$ cat src/rtl/seq_nonrestoring_divider_pkg.sv
// ============================================================================
// seq_nonrestoring_divider_pkg : shared state encoding and sizing helpers
// Revision 1.0
// ============================================================================
`default_nettype none

package seq_nonrestoring_divider_pkg;

  localparam int N_MIN = 2;
  localparam int N_MAX = 32;

  typedef enum logic [1:0] {
    IDLE = 2'd0,
    RUN  = 2'd1,
    FIX  = 2'd2
  } div_state_e;

  // Iteration counter must be able to hold the value N itself.
  function automatic int cnt_width(input int n);
    return $clog2(n + 1);
  endfunction

endpackage

`default_nettype wire

$ cat src/rtl/seq_nonrestoring_divider_if.sv
// ============================================================================
// seq_nonrestoring_divider_if : start/busy/done handshake and operand/result bus
// Revision 1.0
// ============================================================================
`default_nettype none

interface seq_nonrestoring_divider_if #(
  parameter int N = 8
);

  logic         start;
  logic [N-1:0] dividend;
  logic [N-1:0] divisor;
  logic         busy;
  logic         done;
  logic [N-1:0] quotient;
  logic [N-1:0] remainder;
  logic         div_by_zero;

  modport master (
    output start, dividend, divisor,
    input  busy, done, quotient, remainder, div_by_zero
  );

  modport slave (
    input  start, dividend, divisor,
    output busy, done, quotient, remainder, div_by_zero
  );

endinterface

`default_nettype wire

$ cat src/rtl/seq_nonrestoring_divider_add_sub_unit.sv
// ============================================================================
// add_sub_unit : combinational W-bit adder/subtractor (sub => a + ~b + 1)
// Revision 1.0
// ============================================================================
`default_nettype none

module add_sub_unit #(
  parameter int W = 9
) (
  input  logic [W-1:0] a,
  input  logic [W-1:0] b,
  input  logic         sub,
  output logic [W-1:0] result,
  output logic         cout
);

  logic [W-1:0] w_b_eff;

  assign w_b_eff = sub ? ~b : b;
  assign {cout, result} = {1'b0, a} + {1'b0, w_b_eff} + {{W{1'b0}}, sub};

endmodule

`default_nettype wire

$ cat src/rtl/seq_nonrestoring_divider.sv
// ============================================================================
// seq_nonrestoring_divider : unsigned N-bit non-restoring divider, 1 bit/clock
// Revision 1.0
// ============================================================================
`default_nettype none

module seq_nonrestoring_divider
  import seq_nonrestoring_divider_pkg::*;
#(
  parameter int N = 8
) (
  input  logic                      clk,
  input  logic                      rst_n,
  seq_nonrestoring_divider_if.slave bus
);

  localparam int W     = N + 1;
  localparam int CNT_W = cnt_width(N);

  div_state_e       r_state;
  div_state_e       w_state_next;
  logic [N-1:0]     r_d;
  logic [N-1:0]     r_q;
  logic [W-1:0]     r_r;
  logic [CNT_W-1:0] r_cnt;
  logic             r_dz;
  logic             r_busy;
  logic             r_done;
  logic [N-1:0]     r_quot;
  logic [N-1:0]     r_rem;
  logic             r_dz_out;

  logic [W-1:0]     w_as_a;
  logic [W-1:0]     w_as_b;
  logic [W-1:0]     w_as_res;
  logic             w_as_sub;
  logic             w_unused_cout;

  // RUN feeds the shifted partial remainder; FIX feeds R for the sign correction.
  always_comb begin
    w_as_a   = r_r;
    w_as_b   = {1'b0, r_d};
    w_as_sub = 1'b0;
    if (r_state == RUN) begin
      w_as_a   = {r_r[N-1:0], r_q[N-1]};
      w_as_sub = ~r_r[N];
    end
  end

  add_sub_unit #(
    .W (W)
  ) u_add_sub (
    .a      (w_as_a),
    .b      (w_as_b),
    .sub    (w_as_sub),
    .result (w_as_res),
    .cout   (w_unused_cout)
  );

  always_comb begin
    w_state_next = r_state;
    unique case (r_state)
      IDLE: begin
        if (bus.start) begin
          w_state_next = (bus.divisor == '0) ? FIX : RUN;
        end
      end
      RUN: begin
        if (r_cnt == CNT_W'(1)) begin
          w_state_next = FIX;
        end
      end
      FIX:     w_state_next = IDLE;
      default: w_state_next = IDLE;
    endcase
  end

  always_ff @(posedge clk or negedge rst_n) begin
    if (!rst_n) begin
      r_state <= IDLE;
    end else begin
      r_state <= w_state_next;
    end
  end

  always_ff @(posedge clk or negedge rst_n) begin
    if (!rst_n) begin
      r_d      <= '0;
      r_q      <= '0;
      r_r      <= '0;
      r_cnt    <= '0;
      r_dz     <= 1'b0;
      r_busy   <= 1'b0;
      r_done   <= 1'b0;
      r_quot   <= '0;
      r_rem    <= '0;
      r_dz_out <= 1'b0;
    end else begin
      r_done <= 1'b0;
      unique case (r_state)
        IDLE: begin
          if (bus.start) begin
            r_d    <= bus.divisor;
            r_q    <= bus.dividend;
            r_r    <= '0;
            r_cnt  <= CNT_W'(N);
            r_dz   <= (bus.divisor == '0);
            r_busy <= 1'b1;
          end
        end
        RUN: begin
          r_r   <= w_as_res;
          r_q   <= {r_q[N-2:0], ~w_as_res[N]};
          r_cnt <= r_cnt - CNT_W'(1);
        end
        FIX: begin
          r_busy   <= 1'b0;
          r_done   <= 1'b1;
          r_dz_out <= r_dz;
          if (r_r[N]) begin
            r_r <= w_as_res;
          end
          if (r_dz) begin
            // Divide by zero: r_q still holds the untouched dividend.
            r_quot <= '1;
            r_rem  <= r_q;
          end else begin
            r_quot <= r_q;
            r_rem  <= r_r[N] ? w_as_res[N-1:0] : r_r[N-1:0];
          end
        end
        default: r_busy <= 1'b0;
      endcase
    end
  end

  assign bus.busy        = r_busy;
  assign bus.done        = r_done;
  assign bus.quotient    = r_quot;
  assign bus.remainder   = r_rem;
  assign bus.div_by_zero = r_dz_out;

endmodule

`default_nettype wire

$ cat src/flat_wrapper.sv
// flat-port wrapper written by rule: the top's interface ports become plain ports
module seq_nonrestoring_divider_flat import seq_nonrestoring_divider_pkg::*;
#(
  parameter int N = 8
)
  (clk, rst_n, bus_start, bus_dividend, bus_divisor, bus_busy, bus_done, bus_quotient, bus_remainder, bus_div_by_zero);
  seq_nonrestoring_divider_if #(.N(N)) bus_i ();
  input  logic clk;
  input  logic rst_n;
  input wire logic [$bits(bus_i.start)-1:0] bus_start;
  input wire logic [$bits(bus_i.dividend)-1:0] bus_dividend;
  input wire logic [$bits(bus_i.divisor)-1:0] bus_divisor;
  output wire logic [$bits(bus_i.busy)-1:0] bus_busy;
  output wire logic [$bits(bus_i.done)-1:0] bus_done;
  output wire logic [$bits(bus_i.quotient)-1:0] bus_quotient;
  output wire logic [$bits(bus_i.remainder)-1:0] bus_remainder;
  output wire logic [$bits(bus_i.div_by_zero)-1:0] bus_div_by_zero;
  assign bus_i.start = bus_start;
  assign bus_i.dividend = bus_dividend;
  assign bus_i.divisor = bus_divisor;
  assign bus_busy = bus_i.busy;
  assign bus_done = bus_i.done;
  assign bus_quotient = bus_i.quotient;
  assign bus_remainder = bus_i.remainder;
  assign bus_div_by_zero = bus_i.div_by_zero;
  seq_nonrestoring_divider #(.N(N)) u_core (.clk(clk), .rst_n(rst_n), .bus(bus_i));
endmodule
$ cat config.mk
export PLATFORM = sky130hd
export DESIGN_NAME = seq_nonrestoring_divider_flat
export DESIGN_NICKNAME = d
export VERILOG_FILES = /design/src/rtl/seq_nonrestoring_divider_pkg.sv /design/src/rtl/seq_nonrestoring_divider_if.sv /design/src/rtl/seq_nonrestoring_divider_add_sub_unit.sv /design/src/rtl/seq_nonrestoring_divider.sv /design/src/flat_wrapper.sv
export SDC_FILE = /design/constraint.sdc
export NUM_CORES = 1
export LEC_CHECK = 0
export BUFFER_PORTS_ARGS = -buffer_cell sky130_fd_sc_hd__buf_2
export CORE_AREA = 5 5 85 87
export CTS_CLUSTER_DIAMETER = 120
export DETAILED_ROUTE_END_ITERATION = 6
export DIE_AREA = 0 0 90 92
export PLACE_DENSITY = 0.69
export REMOVE_ABC_BUFFERS = 1
export SLEW_MARGIN = 40
export SYNTH_ARGS = -nofsm -noshare
export SYNTH_HDL_FRONTEND = slang
export SYNTH_HIERARCHICAL = 1
export SYNTH_SLANG_ARGS = --single-unit
export TNS_END_PERCENT = 1
$ cat constraint.sdc
create_clock -name clk -period 4.2 [get_ports clk]
set_clock_uncertainty 0.05 [all_clocks]
set_input_delay 0.21 -clock clk [delete_from_list [all_inputs] [get_ports clk]]
set_output_delay 0.21 -clock clk [all_outputs]
set_load 0.03 [all_outputs]
== Yosys cells after proc, flatten, opt, wreduce, memory -nomap -nowiden ==
Cells that the tools add are included.
Storage, ports and cells
  bits in latches: 0
  flip-flop bits (word level): 51
  output and inout bits: 19
  bits in read-only memories: 0
  input port bits: 19
  memories kept: 0
  memory bits (writable): 0
  logic and storage cells: 55
Operators by class
  order comparisons: 0
  add/subtract/negate cells: 3
  muxes and demuxes: 20
  multipliers: 0
  bitwise operators: 4
  eq/ne operators: 6
  shift operators: 0
  divide/modulo/power cells: 0
  reduce and logical (&&, ||, !) cells: 10
Operator list (number)
  9-bit two-way mux: 4
  8-bit two-way mux: 4
  9-bit case mux with 3 select lines: 1
  8-bit case mux with 2 select lines: 1
  2-bit AND reduction: 5
  9-bit by 1-bit adder with 9-bit output: 1
  9-bit adder: 1
  8-bit inverter with 9-bit output: 1
  8-bit logical NOT: 1
  4-bit case mux with 2 select lines: 1
  2-bit two-way mux: 3
  4-bit by 1-bit equality test with 1-bit output (second input constant): 1
  4-bit two-way mux: 1
  2-bit inequality test (second input constant): 2
  2-bit case mux with 2 select lines: 1
  4-bit by 1-bit subtractor with 4-bit output (second input constant): 1
  1-bit two-way mux: 3
  1-bit inverter: 3
  3-bit AND reduction: 1
  3-bit nonzero test: 1
  2-bit by 1-bit equality test with 1-bit output (second input constant): 1
  2-bit equality test (second input constant): 1
  2-bit logical NOT: 1
  2-bit by 1-bit inequality test with 1-bit output (second input constant): 1
  other kinds (2): 2

== Logic depth before layout (Yosys ltp) ==
Gate-level depths: netlist of the first run.
  depth in word-level cells: 7
  depth in mapped cells: 15
  depth with buffers taken out: 13

== By module ==
The synthesis of the first run kept the hierarchy.
Modules (own cells, without submodules)
  seq_nonrestoring_divider: times used 1, cells each 244, sequential area each 1276.2 µm², area each 2603.7 µm²
  add_sub_unit: times used 1, cells each 63, sequential area each 0.0 µm², area each 494.2 µm²

== Worst setup path before layout of the first run ==
No wires, ideal clock.
  kind: register to register
  start point: register u_core.r_state[1]
  end point: register u_core.r_rem[7] (netlist: u_core/bus.remainder[7])
  buffers on the path: 2
  arrival: 3139 ps
  setup slack: 886 ps
  cell stages (with the launch flop): 14
  required time: 4025 ps
  library setup time: 125 ps
  clock period less this slack: 3314 ps
  path through: dfrtp_1 > inv_1 > ha_1 > buf_2 > buf_2 > mux2_2 > ha_1 > a2111o_1 > a31o_1 > and3_1 > a311o_1 > mux2i_1 > o21ai_0 > mux2_2
On the way
  elaborated cells on any way between the ends: 9
  those cells by class: 2 x add/sub; 2 x eq/ne; 5 x mux
RTL lines
  from (decl): line seq_nonrestoring_divider.sv:20  | div_state_e r_state;
  from (signal assigned): line seq_nonrestoring_divider.sv:82  | r_state <= w_state_next;
  2-bit by 1-bit equality test with 1-bit output: line seq_nonrestoring_divider.sv:44  | if (r_state == RUN) begin
  9-bit two-way mux: line seq_nonrestoring_divider.sv:44
  via u_core.w_as_a[2]: line seq_nonrestoring_divider.sv:33  | logic [W-1:0] w_as_a;
  9-bit adder: line seq_nonrestoring_divider_add_sub_unit.sv:20  | assign {cout, result} = {1'b0, a} + {1'b0, w_b_eff} + {{W{1'b0}}, sub};
  9-bit by 1-bit adder with 9-bit output: line seq_nonrestoring_divider_add_sub_unit.sv:20
  via u_core.w_as_res[7]: line seq_nonrestoring_divider.sv:35  | logic [W-1:0] w_as_res;
  8-bit two-way mux: line seq_nonrestoring_divider.sv:129  | r_rem <= r_r[N] ? w_as_res[N-1:0] : r_r[N-1:0];
  8-bit two-way mux: line seq_nonrestoring_divider.sv:123  | if (r_dz) begin
  to (signal assigned): line seq_nonrestoring_divider.sv:126  | r_rem <= r_q;
  to (signal assigned): line seq_nonrestoring_divider.sv:129
  to (decl): line seq_nonrestoring_divider.sv:30  | logic [N-1:0] r_rem;
The timed path passes the listed nets, and every way through them passes these cells.
A chain may end at the register's enable or synchronous reset.

== Final worst setup path of the first run ==
  start point: register u_core.r_state[1]
  end point: register u_core.r_rem[7] (netlist: u_core/bus.remainder[7])
On the way
  word-level cells in the longest chain between the ends: 7
  elaborated cells on any way between the ends: 9
  those cells by class: 2 x add/sub; 2 x eq/ne; 5 x mux
Ends and longest elaborated chain
  2-bit by 1-bit equality test with 1-bit output (*): line seq_nonrestoring_divider.sv:44
  1-bit two-way mux (*): line seq_nonrestoring_divider.sv:44
  via u_core.w_as_sub: line seq_nonrestoring_divider.sv:36  | logic w_as_sub;
  9-bit two-way mux: line seq_nonrestoring_divider_add_sub_unit.sv:19  | assign w_b_eff = sub ? ~b : b;
  9-bit adder: line seq_nonrestoring_divider_add_sub_unit.sv:20
  9-bit by 1-bit adder with 9-bit output (*): line seq_nonrestoring_divider_add_sub_unit.sv:20
  via u_core.w_as_res[7]: line seq_nonrestoring_divider.sv:35
  8-bit two-way mux (*): line seq_nonrestoring_divider.sv:129
  8-bit two-way mux (*): line seq_nonrestoring_divider.sv:123
Mark *: on every way through the listed nets, which the timed path passes. The rest lies on a longest branch.

==> results of run 1 <==
-- routing by layer --
| metal | GRT usage | vias up |
|---|---|---|
| met2 | 0.277 | 64 |
| met1 | 0.228 | 1125 |
| met4 | 0.0409 | 0 |
| li1 | - | 1146 |
| met5 | 0 | - |
| met3 | 0.0376 | 5 |
-- through the flow --
step	hold slack [ns]	power, uW	cells	util
3_3_place_gp	0.317	2680	404	0.528
3_5_place_dp	0.318	2750	404	0.528
2_1_floorplan	-0.136	2260	283	-
4_1_cts	0.0750	3170	413	0.551
5_1_grt	0.0774	3430	413	0.551
6_report	0.0859	3170	413	0.551
-- worst max-delay path: stages (launching register included) --
cell,delay (ns)
dfrtp_1,0.42
inv_1,0.10
ha_1,0.44
inv_1,0.21
nor2_1,0.40
xor2_1,0.26
ha_1,0.31
a2111o_1,0.43
a31o_1,0.20
and3_1,0.15
a311o_1,0.34
mux2i_1,0.15
o21ai_0,0.09
mux2_2,0.28
-- state kept, by name (all words and copies together), names as in the netlist, 2 cells and up --
signal                cells
u_core/r_r                9
u_core/bus.quotient       8
u_core/bus.remainder      8
u_core/r_d                8
u_core/r_q                8
u_core/r_cnt              4
u_core/r_state            2
-- area by class of cell --
class	count	area, um2
sequential	51	1280
fill	561	2820
tap	77	96.3
clock inverter	3	67.6
multi-input combinational	225	1680
clock buffer	5	68.8
inverter	7	26.3
timing repair buffer	45	248
-- path summary, 6_finish.rpt --
path                                    startpoint                       to  slack (ns)  cells past startpoint
max in group asynchronous                    rst_n              u_core/r_dz        3.13                      3
max reg2reg                      u_core/r_state[1]  u_core/bus.remainder[7]        0.27                     13
min reg2reg                u_core/bus.remainder[0]  u_core/bus.remainder[0]        0.46                      1
min                                 bus_divisor[5]            u_core/r_d[5]        0.09                      2
min in group asynchronous                    rst_n   u_core/bus.quotient[2]        0.49                      3
max                              u_core/r_state[1]  u_core/bus.remainder[7]        0.27                     13
-- power groups by stage --
stage,clock network [uW],logic [uW],registers (uW)
after floorplan,0,1330,927
after global placement,0,1830,847
after detailed placement,0,1890,855
after CTS,422,1910,844
after global routing,441,2110,875
final,413,1910,846
-- timing repair --
item	CTS	global route
hold buffers	1	0
resized for setup	0	0
hold endpoints to repair	51	0
==> flow_summary.toml, run 1 <==
[sta]
rsz0062_at_grt = "no"
hold_violations = 0
finalCriticalPeriod_ns = 3.93
final.setup.worst_slack_ns = 0.272
relSlewSlack = 0.564
clock.fmax_mhz = 255
drv_slew = 0
setup_viol = 0
setup_tns_ns = 0
worstMarginPinSlew_ns = 0.655
period_share = 0.935

[run_status]
status = "complete, no violations"

[critical_path]
critPathKind = "register to register"
critPathRequiredTime_ns = 4.36
worstSetupStartpointType = "register"
cp-end-kind = "register"
cp_max_fo = 11
cp.arrival_ns = 4.09

[cts]
clkTransAtPathRegs_ns = 0.10
clk_latency_ns = 0.31
cts_tree = "built"
cts-root-buf = "clkbuf_8"
numCtsBuffers = 5
htree_num_levels = 2
cts_setup_buffers = 0
cts_buffer_depth = 2
cts_sinks = 51

[power_and_ir_drop]
p_leak_uw = 0.00167
ir_drop_mv = 0.469
p_comb_frac = 0.602
power_density_nw_per_um2 = 915
p_clk_frac = 0.130
switchingPower_uw = 1410
internal_power_uw = 1760
switching_share = 0.444
power.share.sequential = 0.267

[logic_synthesis]
syn_area_um2 = 3060
synth_warnings = 6
netlist_instances = 300
syn_area_per_cell_um2 = 10.2

[die]
row_count = 29
initial_core_util = 0.488
die_width_um = 90
pin_count = 38
dieArea_um2 = 8280
core_um2 = 6280
die_y_um = 92

[placement]
dpl.hpwl_mm = 4.73
io_buffers = 37
dp_slack_ns = 0.314
placed_cell_area_um2 = 3310
finalWeightedCongestion = 0.925

[detailed_routing]
vias_per_cell = 5.67
drtPass1Iterations = 5
num_vias = 2340
drt-total-wl_mm = 6.67
drt-wirelength-per-cell_um = 16.1
wl_met2_mm = 3.19
wl_met3_um = 353
drt_iter0_markers = 151
drt-met1-wl_mm = 3.06
antenna_left = 0
post-route-drc-count = 0
highest_layer = "met4"

[global_route]
grt_pass1_wl_mm = 11.6
grt_max_degree = 52
grt_pass1_vias = 2305
track_usage = 0.169
grt-ovfl-total = 0
antenna_found_initial = 0

[final_layout]
final_common_cell = "dfrtp_1"
layout-drive-gt1-share = 0.265
n_antenna_cell = 0
final_nets = 370
design_area_um2 = 3460
final_cell_mix = "dfrtp_1, buf_2, mux2_2"
synthToLayoutAreaGrowth_pct = 12.9

[run]
drv_cap = 0

[min_path]
hp-class = "primary input to register"
Power figures use the tool's default switching activity.
==> inputs of run 2 (changes only) <==
Settings changed: CORE_AREA 5 5 85 87 to 2 2 82 84, DIE_AREA 0 0 90 92 to 0 0 84 86.
==> flow_summary.toml, run 2 (synthesized netlist as in run 1, its figures left out) <==
[global_route]
track_usage = 0.182
grt_max_degree = 52
grt_pass1_vias = 2199
antenna_found_initial = 0
grt_pass1_wl_mm = 10.7
grt-ovfl-total = 0

[detailed_routing]
vias_per_cell = 5.57
drt-wirelength-per-cell_um = 15.1
drtPass1Iterations = 4
num_vias = 2294
post-route-drc-count = 0
drt-total-wl_mm = 6.23
drt_iter0_markers = 126
antenna_left = 0

[die]
initial_core_util = 0.488
row_count = 29
core_um2 = 6280
die_y_um = 86
pin_count = 38
dieArea_um2 = 7220
die_width_um = 84

[power_and_ir_drop]
finalPower_uw = 3120
p_clk_frac = 0.128
power.share.sequential = 0.270
ir_drop_mv = 0.393
switchingPower_uw = 1370
p_leak_uw = 0.00167
p_comb_frac = 0.601
internal_power_uw = 1750
power_density_nw_per_um2 = 904
switching_share = 0.438

[sta]
relSlewSlack = 0.545
period_share = 0.893
worstMarginPinSlew_ns = 0.682
hold_violations = 0
setup_viol = 0
clock.fmax_mhz = 267
setup_tns_ns = 0
finalCriticalPeriod_ns = 3.75
rsz0062_at_grt = "no"
drv_slew = 0

[placement]
dpl.hpwl_mm = 4.50
finalWeightedCongestion = 0.868
io_buffers = 37

[final_layout]
final_cell_mix = "dfrtp_1, buf_2, mux2_2"
largest-register = "u_core/r_r"
largest_register_ffs = 9
synthToLayoutAreaGrowth_pct = 12.7
final_common_cell = "dfrtp_1"
layout-drive-gt1-share = 0.266
n_antenna_cell = 0
final_nets = 369

[run_status]
status = "complete, no violations"

[run]
drv_cap = 0

[critical_path]
worstSetupStartpointType = "register"
crit_slowest_cell = "dfrtp_1"
r2r-start = "u_core/r_state[1]"
critical_path_buf_inv_count = 2
critical-path-top-delay-family = "compound AO/OA/AOI/OAI gates"
reg2reg_depth = 13
critPathRequiredTime_ns = 4.34
cp.depth = 13
crit_chain = "inv_1, ha_1, inv_1, nor2_2, xor2_1, ha_1, a2111o_1, a31o_1, and3_1, a311o_1, mux2i_1, o21ai_0, mux2_2"
cp-startpoint = "u_core/r_state[1]"
critPathMaxStageDelay_ns = 0.42
cp.arrival_ns = 3.89
cp-end-kind = "register"
cp_max_fo = 11
critPathKind = "register to register"

[min_path]
hp-class = "primary input to register"
min_path_cells = 2
hp-start = "bus_divisor[0]"

[cts]
numCtsBuffers = 5
clk_latency_ns = 0.30
cts-root-buf = "clkbuf_8"
cts_tree = "built"
htree_num_levels = 2
cts_sinks = 51
cts_setup_buffers = 0
clkTransAtPathRegs_ns = 0.09
cts_buffer_depth = 2
[run 2: repair_timing]
action,4_1_cts,5_1_grt
hold endpoints to repair,39,0
setup endpoints to repair,0,1
gates resized for setup,0,1
hold buffers,1,0
[run 2: power groups by stage]
stage	Clock, uW	Sequential, uW	Combinational, uW
floorplan	0	927	1330
global placement	0	848	1820
detailed placement	0	856	1880
CTS	413	845	1880
global route	432	875	2090
finish	401	845	1880
[run 2: final timing paths]
path / end / slack (ns)
max: u_core/bus.remainder[7] / 0.45
min: u_core/r_d[0] / 0.10
max reg2reg: u_core/bus.remainder[7] / 0.45
min reg2reg: u_core/bus.remainder[0] / 0.46
max in group asynchronous: u_core/r_dz / 3.12
min in group asynchronous: u_core/bus.quotient[2] / 0.50
[run 2: area by class of cell]
cell class | count | area (um2)
Clock inverter | 3 | 67.6
Timing Repair Buffer | 44 | 240
Sequential cell | 51 | 1280
Fill cell | 583 | 2820
Multi-Input combinational cell | 225 | 1680
Inverter | 7 | 26.3
Clock buffer | 5 | 68.8
Tap cell | 77 | 96.3
[run 2: metal layers]
layer  vias to the layer above  wire length, um  GRT usage
met5                         -                0          0
met1                      1091             3000      0.258
met2                        53             2930      0.294
met3                         5              253     0.0279
met4                         0               42     0.0440
li1                       1145                -          -
[run 2: worst reg2reg max path, stage by stage, from the launching register on]
cell and delay, ns:
dfrtp_1 0.42, inv_1 0.09, ha_1 0.42, inv_1 0.20, nor2_2 0.28, xor2_1 0.26, ha_1 0.31, a2111o_1 0.42
a31o_1 0.20, and3_1 0.15, a311o_1 0.35, mux2i_1 0.13, o21ai_0 0.09, mux2_2 0.28
[run 2: stage by stage]
stage | setup WS (ns) | hold slack, ns | area [um2] | cells | utilization
detailed placement | 0.350 | 0.323 | 3300 | 403 | 0.526
CTS | 0.350 | 0.0945 | 3450 | 412 | 0.550
global route | 0.106 | 0.0962 | 3450 | 412 | 0.550
global placement | 0.543 | 0.314 | 3300 | 403 | 0.526
finish | 0.451 | 0.105 | 3450 | 412 | 0.550
floorplan | 0.149 | -0.136 | 2980 | 283 | -
